File: src/rtl/alu_seq_if.sv
// Request/result bundle for alu_seq: operand handshake in, registered result and flags out.
interface alu_seq_if #(
  parameter int BUS = 8
);
  logic           in_valid;
  logic           in_ready;
  logic [BUS-1:0] a;
  logic [BUS-1:0] b;
  logic           carry_in;
  logic [3:0]     op_code;
  logic           out_valid;
  logic           out_ready;
  logic [BUS-1:0] y;
  logic [BUS-1:0] y_hi;
  logic           carry_out;
  logic           borrow;
  logic           zero;
  logic           parity;
  logic           invalid_op;
  logic           busy;

  modport master (
    output in_valid, a, b, carry_in, op_code, out_ready,
    input  in_ready, out_valid, y, y_hi, carry_out, borrow, zero, parity, invalid_op, busy
  );

  modport slave (
    input  in_valid, a, b, carry_in, op_code, out_ready,
    output in_ready, out_valid, y, y_hi, carry_out, borrow, zero, parity, invalid_op, busy
  );
endinterface

File: src/rtl/alu_seq.sv
// Sequential ALU: single-cycle arithmetic/logic ops plus a BUS-cycle shift-add multiplier,
// with a one-entry result register under valid/ready flow control.
module alu_seq #(
  parameter int BUS = 8
) (
  input logic     clk,
  input logic     rst_n,
  alu_seq_if.slave bus
);

  typedef enum logic [1:0] {
    IDLE,
    MUL,
    HOLD
  } state_t;

  typedef enum logic [3:0] {
    OP_ADD = 4'd1,
    OP_ADC = 4'd2,
    OP_SUB = 4'd3,
    OP_INC = 4'd4,
    OP_DEC = 4'd5,
    OP_AND = 4'd6,
    OP_NOT = 4'd7,
    OP_ROL = 4'd8,
    OP_ROR = 4'd9,
    OP_OR  = 4'd10,
    OP_XOR = 4'd11,
    OP_MUL = 4'd12
  } op_t;

  localparam int CW = $clog2(BUS);

  state_t state, state_nx;

  logic           accept;
  logic           is_mul;
  logic           last_step;

  logic [BUS-1:0] mcand;
  logic [BUS-1:0] acc_hi;
  logic [BUS-1:0] acc_lo;
  logic [CW-1:0]  cnt;

  logic [BUS:0]   step_sum;
  logic [BUS-1:0] step_hi;
  logic [BUS-1:0] step_lo;

  logic [BUS:0]   sum;
  logic [BUS-1:0] alu_y;
  logic           alu_c;
  logic           alu_bw;
  logic           alu_inv;
  logic           alu_z;
  logic           alu_p;

  logic [BUS-1:0] y_r;
  logic [BUS-1:0] y_hi_r;
  logic           carry_r;
  logic           borrow_r;
  logic           zero_r;
  logic           parity_r;
  logic           inv_r;

  assign bus.in_ready  = rst_n && ((state == IDLE) || ((state == HOLD) && bus.out_ready));
  assign accept        = bus.in_valid && bus.in_ready;
  assign is_mul        = (bus.op_code == OP_MUL);
  assign last_step     = (state == MUL) && (cnt == CW'(BUS - 1));

  assign bus.out_valid  = (state == HOLD);
  assign bus.busy       = (state == MUL);
  assign bus.y          = y_r;
  assign bus.y_hi       = y_hi_r;
  assign bus.carry_out  = carry_r;
  assign bus.borrow     = borrow_r;
  assign bus.zero       = zero_r;
  assign bus.parity     = parity_r;
  assign bus.invalid_op = inv_r;

  always_ff @(posedge clk or negedge rst_n) begin
    if (!rst_n) state <= IDLE;
    else        state <= state_nx;
  end

  always_comb begin
    state_nx = state;
    case (state)
      IDLE: if (accept) state_nx = is_mul ? MUL : HOLD;
      MUL:  if (last_step) state_nx = HOLD;
      HOLD: begin
        // accept in HOLD implies out_ready, so the result is consumed in the same cycle
        if (accept)             state_nx = is_mul ? MUL : HOLD;
        else if (bus.out_ready) state_nx = IDLE;
      end
      default: state_nx = IDLE;
    endcase
  end

  always_comb begin
    sum     = '0;
    alu_y   = '0;
    alu_c   = 1'b0;
    alu_bw  = 1'b0;
    alu_inv = 1'b0;
    case (bus.op_code)
      OP_ADD: begin
        sum   = {1'b0, bus.a} + {1'b0, bus.b};
        alu_y = sum[BUS-1:0];
        alu_c = sum[BUS];
      end
      OP_ADC: begin
        sum   = {1'b0, bus.a} + {1'b0, bus.b} + {{BUS{1'b0}}, bus.carry_in};
        alu_y = sum[BUS-1:0];
        alu_c = sum[BUS];
      end
      OP_SUB: begin
        alu_y  = bus.a - bus.b;
        alu_bw = (bus.a < bus.b);
      end
      OP_INC: begin
        sum   = {1'b0, bus.a} + {{BUS{1'b0}}, 1'b1};
        alu_y = sum[BUS-1:0];
        alu_c = sum[BUS];
      end
      OP_DEC: begin
        alu_y  = bus.a - {{(BUS-1){1'b0}}, 1'b1};
        alu_bw = (bus.a == '0);
      end
      OP_AND: alu_y = bus.a & bus.b;
      OP_NOT: alu_y = ~bus.a;
      OP_ROL: begin
        alu_y = {bus.a[BUS-2:0], bus.a[BUS-1]};
        alu_c = bus.a[BUS-1];
      end
      OP_ROR: begin
        alu_y = {bus.a[0], bus.a[BUS-1:1]};
        alu_c = bus.a[0];
      end
      OP_OR:  alu_y = bus.a | bus.b;
      OP_XOR: alu_y = bus.a ^ bus.b;
      OP_MUL: alu_y = '0;
      default: alu_inv = 1'b1;
    endcase
    alu_z = (alu_y == '0) && !alu_inv;
    alu_p = ^alu_y;
  end

  // One multiplier bit per cycle: conditionally add the multiplicand into the upper half,
  // then shift {carry, upper, lower} right so the product accumulates across both halves.
  always_comb begin
    step_sum = {1'b0, acc_hi} + (acc_lo[0] ? {1'b0, mcand} : '0);
    step_hi  = step_sum[BUS:1];
    step_lo  = {step_sum[0], acc_lo[BUS-1:1]};
  end

  always_ff @(posedge clk or negedge rst_n) begin
    if (!rst_n) begin
      mcand    <= '0;
      acc_hi   <= '0;
      acc_lo   <= '0;
      cnt      <= '0;
      y_r      <= '0;
      y_hi_r   <= '0;
      carry_r  <= 1'b0;
      borrow_r <= 1'b0;
      zero_r   <= 1'b0;
      parity_r <= 1'b0;
      inv_r    <= 1'b0;
    end else if (accept) begin
      if (is_mul) begin
        mcand  <= bus.a;
        acc_hi <= '0;
        acc_lo <= bus.b;
        cnt    <= '0;
      end else begin
        y_r      <= alu_y;
        y_hi_r   <= '0;
        carry_r  <= alu_c;
        borrow_r <= alu_bw;
        zero_r   <= alu_z;
        parity_r <= alu_p;
        inv_r    <= alu_inv;
      end
    end else if (state == MUL) begin
      acc_hi <= step_hi;
      acc_lo <= step_lo;
      cnt    <= cnt + CW'(1);
      if (last_step) begin
        y_r      <= step_lo;
        y_hi_r   <= step_hi;
        carry_r  <= (step_hi != '0);
        borrow_r <= 1'b0;
        zero_r   <= ({step_hi, step_lo} == '0);
        parity_r <= ^{step_hi, step_lo};
        inv_r    <= 1'b0;
      end
    end
  end

endmodule

File: src/flat_wrapper.sv
// flat-port wrapper written by rule: the top's interface ports become plain ports
module alu_seq_flat 
#(
  parameter int BUS = 8
)
  (clk, rst_n, bus_in_valid, bus_a, bus_b, bus_carry_in, bus_op_code, bus_out_ready, bus_in_ready, bus_out_valid, bus_y, bus_y_hi, bus_carry_out, bus_borrow, bus_zero, bus_parity, bus_invalid_op, bus_busy);
  alu_seq_if #(.BUS(BUS)) bus_i ();
  input logic clk;
  input logic rst_n;
  input wire logic [$bits(bus_i.in_valid)-1:0] bus_in_valid;
  input wire logic [$bits(bus_i.a)-1:0] bus_a;
  input wire logic [$bits(bus_i.b)-1:0] bus_b;
  input wire logic [$bits(bus_i.carry_in)-1:0] bus_carry_in;
  input wire logic [$bits(bus_i.op_code)-1:0] bus_op_code;
  input wire logic [$bits(bus_i.out_ready)-1:0] bus_out_ready;
  output wire logic [$bits(bus_i.in_ready)-1:0] bus_in_ready;
  output wire logic [$bits(bus_i.out_valid)-1:0] bus_out_valid;
  output wire logic [$bits(bus_i.y)-1:0] bus_y;
  output wire logic [$bits(bus_i.y_hi)-1:0] bus_y_hi;
  output wire logic [$bits(bus_i.carry_out)-1:0] bus_carry_out;
  output wire logic [$bits(bus_i.borrow)-1:0] bus_borrow;
  output wire logic [$bits(bus_i.zero)-1:0] bus_zero;
  output wire logic [$bits(bus_i.parity)-1:0] bus_parity;
  output wire logic [$bits(bus_i.invalid_op)-1:0] bus_invalid_op;
  output wire logic [$bits(bus_i.busy)-1:0] bus_busy;
  assign bus_i.in_valid = bus_in_valid;
  assign bus_i.a = bus_a;
  assign bus_i.b = bus_b;
  assign bus_i.carry_in = bus_carry_in;
  assign bus_i.op_code = bus_op_code;
  assign bus_i.out_ready = bus_out_ready;
  assign bus_in_ready = bus_i.in_ready;
  assign bus_out_valid = bus_i.out_valid;
  assign bus_y = bus_i.y;
  assign bus_y_hi = bus_i.y_hi;
  assign bus_carry_out = bus_i.carry_out;
  assign bus_borrow = bus_i.borrow;
  assign bus_zero = bus_i.zero;
  assign bus_parity = bus_i.parity;
  assign bus_invalid_op = bus_i.invalid_op;
  assign bus_busy = bus_i.busy;
  alu_seq #(.BUS(BUS)) u_core (.clk(clk), .rst_n(rst_n), .bus(bus_i));
endmodule
File: config.mk
export PLATFORM = sky130hd
export DESIGN_NAME = alu_seq_flat
export DESIGN_NICKNAME = d
export VERILOG_FILES = /design/src/rtl/alu_seq_if.sv /design/src/rtl/alu_seq.sv /design/src/flat_wrapper.sv
export SDC_FILE = /design/constraint.sdc
export NUM_CORES = 1
export LEC_CHECK = 0
export BUFFER_PORTS_ARGS = -buffer_cell sky130_fd_sc_hd__buf_2
export CAP_MARGIN = 20
export CORE_UTILIZATION = 50
export DETAILED_ROUTE_END_ITERATION = 7
export PLACE_DENSITY = 0.76
export SYNTH_ARGS = -nofsm -noshare
export SYNTH_HDL_FRONTEND = slang
export SYNTH_SLANG_ARGS = --single-unit
File: constraint.sdc
create_clock -name clk -period 3.1 [get_ports clk]
set_input_delay 0.155 -clock clk [delete_from_list [all_inputs] [get_ports clk]]
set_output_delay 0.155 -clock clk [all_outputs]
set_load 0.05 [all_outputs]
Word level (Yosys, flattened, before mapping)

Cells that the tools add are included.
Widths: inputs -> output; s select.

Register bits: 50
Latch bits: 0
RAM bits: 0
Memory bits (read-only): 0
Bits of input ports: 25
Output and inout port bits: 24
Logic and storage cells: 110
Memories kept: 0

Add/sub/neg operators: 7
Multipliers: 0
Divide/modulo/power cells: 0
$lt $le $gt $ge: 1
Equal/unequal tests: 20
Shift operators: 0
Muxes and demuxes: 46
Bitwise gates (word level): 4
Reductions and logical operators: 20

Operators by type and width:

| cell                | number |
|---|---|
| $mux 8              | 15 |
| $pmux 8 s11         | 1 |
| $eq 4x4->1 const B  | 5 |
| $mux 1              | 19 |
| $eq 4x3->1 const B  | 4 |
| $logic_not 16->1    | 1 |
| $logic_not 8->1     | 2 |
| $reduce_xor 16->1   | 1 |
| $reduce_or 12->1    | 1 |
| $mux 2              | 5 |
| $add 8x1->9 const B | 1 |
| $add 8x8->9         | 1 |
| $add 8x9->9         | 1 |
| $add 9x1->9         | 1 |
| $mux 3              | 3 |
| $and 8x8->8         | 1 |
| $eq 4x2->1 const B  | 2 |
| $lt 8x8->1          | 1 |
| $not 8->8           | 1 |
| $or 8x8->8          | 1 |
| $reduce_bool 8->1   | 1 |
| $reduce_xor 8->1    | 1 |
| $sub 8x1->8 const B | 1 |
| $sub 8x8->8         | 1 |
| other kinds (18)    | 27 |

Logic depth before layout (Yosys ltp)

Depth after elaboration: 7
Gate-level depth with buffers: 16
Gate-level depth less buffers: 16

Worst setup path before layout

No wires, ideal clock.

Path type: register to register
Start: register u_core.acc_lo[0]
End: register u_core.parity_r, in the netlist u_core.bus.parity
Setup time: 0.128 ns
Data arrival time: 2.918 ns
Required time: 2.972 ns
Slack: 0.054 ns
Stages on the path, launching flop included: 17
Clock period less this slack: 3.046 ns
Cell sequence: dfrtp_1 > and2_1 > ha_1 > fa_1 > a21o_1 > a21oi_1 > o21bai_1 > a21oi_1 > xnor2_1 > inv_1 > ha_1 > xnor2_1 > xnor2_1 > xnor2_1 > nand2_1 > o21ai_0 > o21ai_0

Longest elaborated chain between the ends: 6

RTL lines:

| what                   | RTL line       | text |
|---|---|---|
| start, declared        | alu_seq.sv:42  | `logic [BUS-1:0] acc_lo;` |
| start signal, assigned | alu_seq.sv:173 | `acc_lo <= bus.b;` |
| start signal, assigned | alu_seq.sv:186 | `acc_lo <= step_lo;` |
| $mux 8                 | alu_seq.sv:151 | `step_sum = {1'b0, acc_hi} + (acc_lo[0] ? {1'b0, mcand} : '0);` |
| $add 8x9->9            | alu_seq.sv:151 |  |
| $reduce_xor 16->1      | alu_seq.sv:194 | `parity_r <= ^{step_hi, step_lo};` |
| $mux 1                 | alu_seq.sv:188 | `if (last_step) begin` |
| $mux 1                 | alu_seq.sv:184 | `end else if (state == MUL) begin` |
| $mux 1                 | alu_seq.sv:169 | `end else if (accept) begin` |
| end signal, assigned   | alu_seq.sv:181 | `parity_r <= alu_p;` |
| end signal, assigned   | alu_seq.sv:194 |  |
| end, declared          | alu_seq.sv:62  | `logic parity_r;` |

No other way between the ends. The select of a mux whose other input is x is not followed.
A chain may end at the register's enable or synchronous reset.

Final worst setup path

Ends and elaborated chain as after synthesis.

==> results.sh <==
export IMPL_die_area_um2=9740
export IMPL_yosysMostFrequentCell="nand2_1"
export IMPL_critical_path_top_delay_family="compound AO/OA/AOI/OAI gates"
export IMPL_hold_end="u_core.state[1]$_DFFE_PN0P_"
export IMPL_reg2reg_slack_ps=-140
export IMPL_syn_num_nets=661
export IMPL_grt_use_total_pct=31.6
export IMPL_clock_latency_ps=310
export IMPL_maxCapViolCount=0
export IMPL_yosysUniqueCellTypes=64
export IMPL_fin_nets=766
export IMPL_crit_buf_inv=2
export IMPL_grt_ovfl_total=0
export IMPL_finalCritPeriodShare_pct=104
export IMPL_hp_class="primary input to flip-flop"
export IMPL_utilization_pct=64.9
export IMPL_drive_gt1_share_pct=24.0
export IMPL_pwr_share_comb_pct=58.4
export IMPL_h_tree_depth=2
export IMPL_worstPathMaxFanout=3
export IMPL_grt_pass1_wl_mm=24.0
export IMPL_dp_hpwl_mm=11.4
export IMPL_fin_hold_ws_ps=32.4
export IMPL_fp_row_count=34
export IMPL_wl_per_cell_um=19.2
export IMPL_finalHoldViolCount=0
export IMPL_setup_viol=2
export IMPL_synth_seq_cells=50
export IMPL_critical_path_required_ps=3300
export IMPL_status="finished with violations"
export IMPL_critPathSlowestCell="dfrtp_1"
export IMPL_pwr_share_clk_pct=14.0
export IMPL_cp_start_kind="flip-flop"
export IMPL_clk_pin_slew_ps=100
export IMPL_cts_tree="done"
export IMPL_hold_depth=2
export IMPL_grt_setup_unrepaired="true"
export IMPL_gp_congestion=0.994
export IMPL_ios=49
export IMPL_start_util_pct=52.6
export IMPL_timing_rr_start="u_core.acc_lo[0]$_DFFE_PN0P_"
export IMPL_violations="setup timing"
export IMPL_reg2regPathDepth=17
export IMPL_max_freq_ghz=0.309
export IMPL_switching_share_pct=43.8
export IMPL_path_class="flip-flop to flip-flop"
export IMPL_antenna_found_initial=0
export IMPL_clkSinkCount=50
export IMPL_synthesis_yosys_warnings=0
export IMPL_grt_max_degree=51
export IMPL_grt_pass1_vias=4784
export IMPL_core_um2=8890
export IMPL_internal_power_mw=1.94
export IMPL_maxSlewViolCount=0
export IMPL_syn_cell_area_um2=4680
export IMPL_seq_area_frac_synth_pct=26.8
export IMPL_synth_edf_count=0
export IMPL_die_y_um=98.7
export IMPL_arrival_ps=3430
export IMPL_switching_power_mw=1.51
export IMPL_cts_buffer_depth=2
export IMPL_drt_iter0_drc=396
export IMPL_ys_top_cells_by_count="nand2_1, o21ai_0, ha_1, dfrtp_1, inv_1"
export IMPL_drc=0
export IMPL_ir_drop_v=0.000410
export IMPL_worstPathCellList="and2_4, ha_4, fa_2, a21o_1, a21oi_2, o21bai_1, a21oi_2, buf_4, xnor2_2, inv_2, ha_4, xnor2_2, xnor2_1, xnor2_1, nand2_1, o21ai_1, o21ai_1"
export IMPL_hp_start="bus_out_ready"
export IMPL_n_antenna_cell=0
export IMPL_synth_avg_cell_area_um2=8.04
export IMPL_viasPerCell=6.16
export IMPL_r2r_end="u_core.bus.parity$_DFFE_PN0P_"
export IMPL_firstDrtPassIters=5
export IMPL_port_buffer_count=48
export IMPL_slew_headroom_pct=42.0
export IMPL_syn_to_final_growth_pct=23.3
export IMPL_fin_skew_ps=9.82
export IMPL_tightest_slew_ps=863
export IMPL_p_leak_nw=2.74
export IMPL_dominantRegCellSynth="dfrtp_1"
export IMPL_synth_top_area_share_pct=26.8
export IMPL_drt_total_wl_mm=15.3
export IMPL_post_route_min_period_ps=3240
export IMPL_seqPwrFrac_pct=27.5
export IMPL_end_kind="flip-flop"
export IMPL_ant_nets=0
export IMPL_fin_ws_ps=-135
export IMPL_yosys_area_top_type="dfrtp_1"
export IMPL_die_w_um=98.7
export IMPL_root_buffer="clkbuf_8"
export IMPL_numCtsBuffers=5
export IMPL_power_density_nw_per_um2=598
export IMPL_async_reset_ff_share_pct=100
export IMPL_yosys_top_cells_area="dfrtp_1, ha_1, xnor2_1, o21ai_0, nand2_1"
export IMPL_via_count=4900
export IMPL_netlist_instances=582
export IMPL_critPathMaxStageDelay_ps=410
==> layout make-up <==
class | count | area (um2)
Clock buffer | 5 | 68.8
Clock inverter | 3 | 48.8
Fill cell | 723 | 3120
Inverter | 46 | 173
Multi-Input combinational cell | 454 | 3230
Sequential cell | 50 | 1250
Tap cell | 108 | 135
Timing Repair Buffer | 130 | 858
==> worst max-delay path by stage <==
stage                                 start                            end  cells past startpoint
6_report       u_core.acc_lo[0]$_DFFE_PN0P_  u_core.bus.parity$_DFFE_PN0P_                     17
4_1_cts        u_core.acc_lo[0]$_DFFE_PN0P_  u_core.bus.parity$_DFFE_PN0P_                     16
3_5_place_dp   u_core.acc_lo[0]$_DFFE_PN0P_  u_core.bus.parity$_DFFE_PN0P_                     16
3_3_place_gp                       bus_b[0]  u_core.bus.parity$_DFFE_PN0P_                     15
5_1_grt        u_core.acc_lo[0]$_DFFE_PN0P_  u_core.bus.parity$_DFFE_PN0P_                     17
2_1_floorplan  u_core.acc_lo[0]$_DFFE_PN0P_  u_core.bus.parity$_DFFE_PN0P_                     16
==> what timing repair did <==
item | in CTS | in global routing
resized for setup | 13 | 9
endpoints found under the setup margin | 2 | 3
pin swaps | 15 | 16
endpoints found under the hold margin | 32 | 0
buffers inserted | 3 | 4
gates cloned | 0 | 0
hold buffers | 1 | 0
==> power groups by stage <==
stage / registers, mW / clock network, mW / logic (mW)
5_1_grt: 0.964 / 0.512 / 2.16
4_1_cts: 0.938 / 0.487 / 1.85
2_1_floorplan: 1.05 / 0 / 1.07
6_report: 0.949 / 0.485 / 2.02
3_3_place_gp: 0.935 / 0 / 1.69
3_5_place_dp: 0.941 / 0 / 1.74
==> cells by family after synthesis <==
family / share of synthesized area (%)
AO/OA/AOI/OAI: 23.7
XOR/XNOR: 7.12
adder cells (fa/ha/maj): 14.9
buffers and inverters: 6.66
flip-flops: 26.8
multiplexers: 1.28
AND/OR/NAND/NOR: 19.5
==> through the flow <==
| stage | power [mW] | instance area (um2) | worst slack (ps) | setup TNS (ps) | instances |
|---|---|---|---|---|---|
| floorplan | 2.12 | 4680 | 54.5 | 0 | 582 |
| global placement | 2.62 | 5470 | -53.1 | -76.6 | 780 |
| detailed placement | 2.68 | 5470 | -150 | -313 | 780 |
| CTS | 3.27 | 5700 | 7.08 | 0 | 792 |
| global route | 3.64 | 5770 | -239 | -443 | 796 |
| finish | 3.45 | 5770 | -135 | -195 | 796 |
==> sequential cells by signal, summed over array words and instances, names as in the netlist <==
signal                 cells
u_core.acc_lo              8
u_core.mcand               8
u_core.bus.zero            1
u_core.state               2
u_core.bus.carry_out       1
u_core.bus.invalid_op      1
u_core.bus.y_hi            8
u_core.bus.y               8
u_core.cnt                 3
u_core.bus.parity          1
u_core.acc_hi              8
u_core.bus.borrow          1
==> layout by cell type, fill, tap and decap left out, types with 4 or more instances in the layout <==
master	instances
nor2_1	38
clkbuf_8	5
nor4_1	5
dfrtp_1	50
xor2_1	5
nor3_1	12
o21ai_1	4
a221oi_1	8
o21bai_1	4
and3_1	8
mux2i_1	6
a21oi_1	21
o32ai_1	4
nor2b_1	7
o22ai_1	8
inv_1	43
ha_4	5
and2_1	8
o21ai_0	54
ha_1	46
nand3_1	18
a211oi_1	6
nor3b_1	6
a22oi_1	11
a31oi_1	6
xnor2_1	30
a22o_1	5
nand4_1	6
buf_4	81
buf_2	48
nand2_1	63
==> metal layers <==
metal  vias up  GRT usage, %  wire length (um)
li1       2290             -                 -
met1      2316          39.1              6340
met2       237          54.5              7240
met3        57          4.26               984
met4         0          15.0               691
met5         -             0                 0
Note: power is estimated with default switching activity, not from simulation.
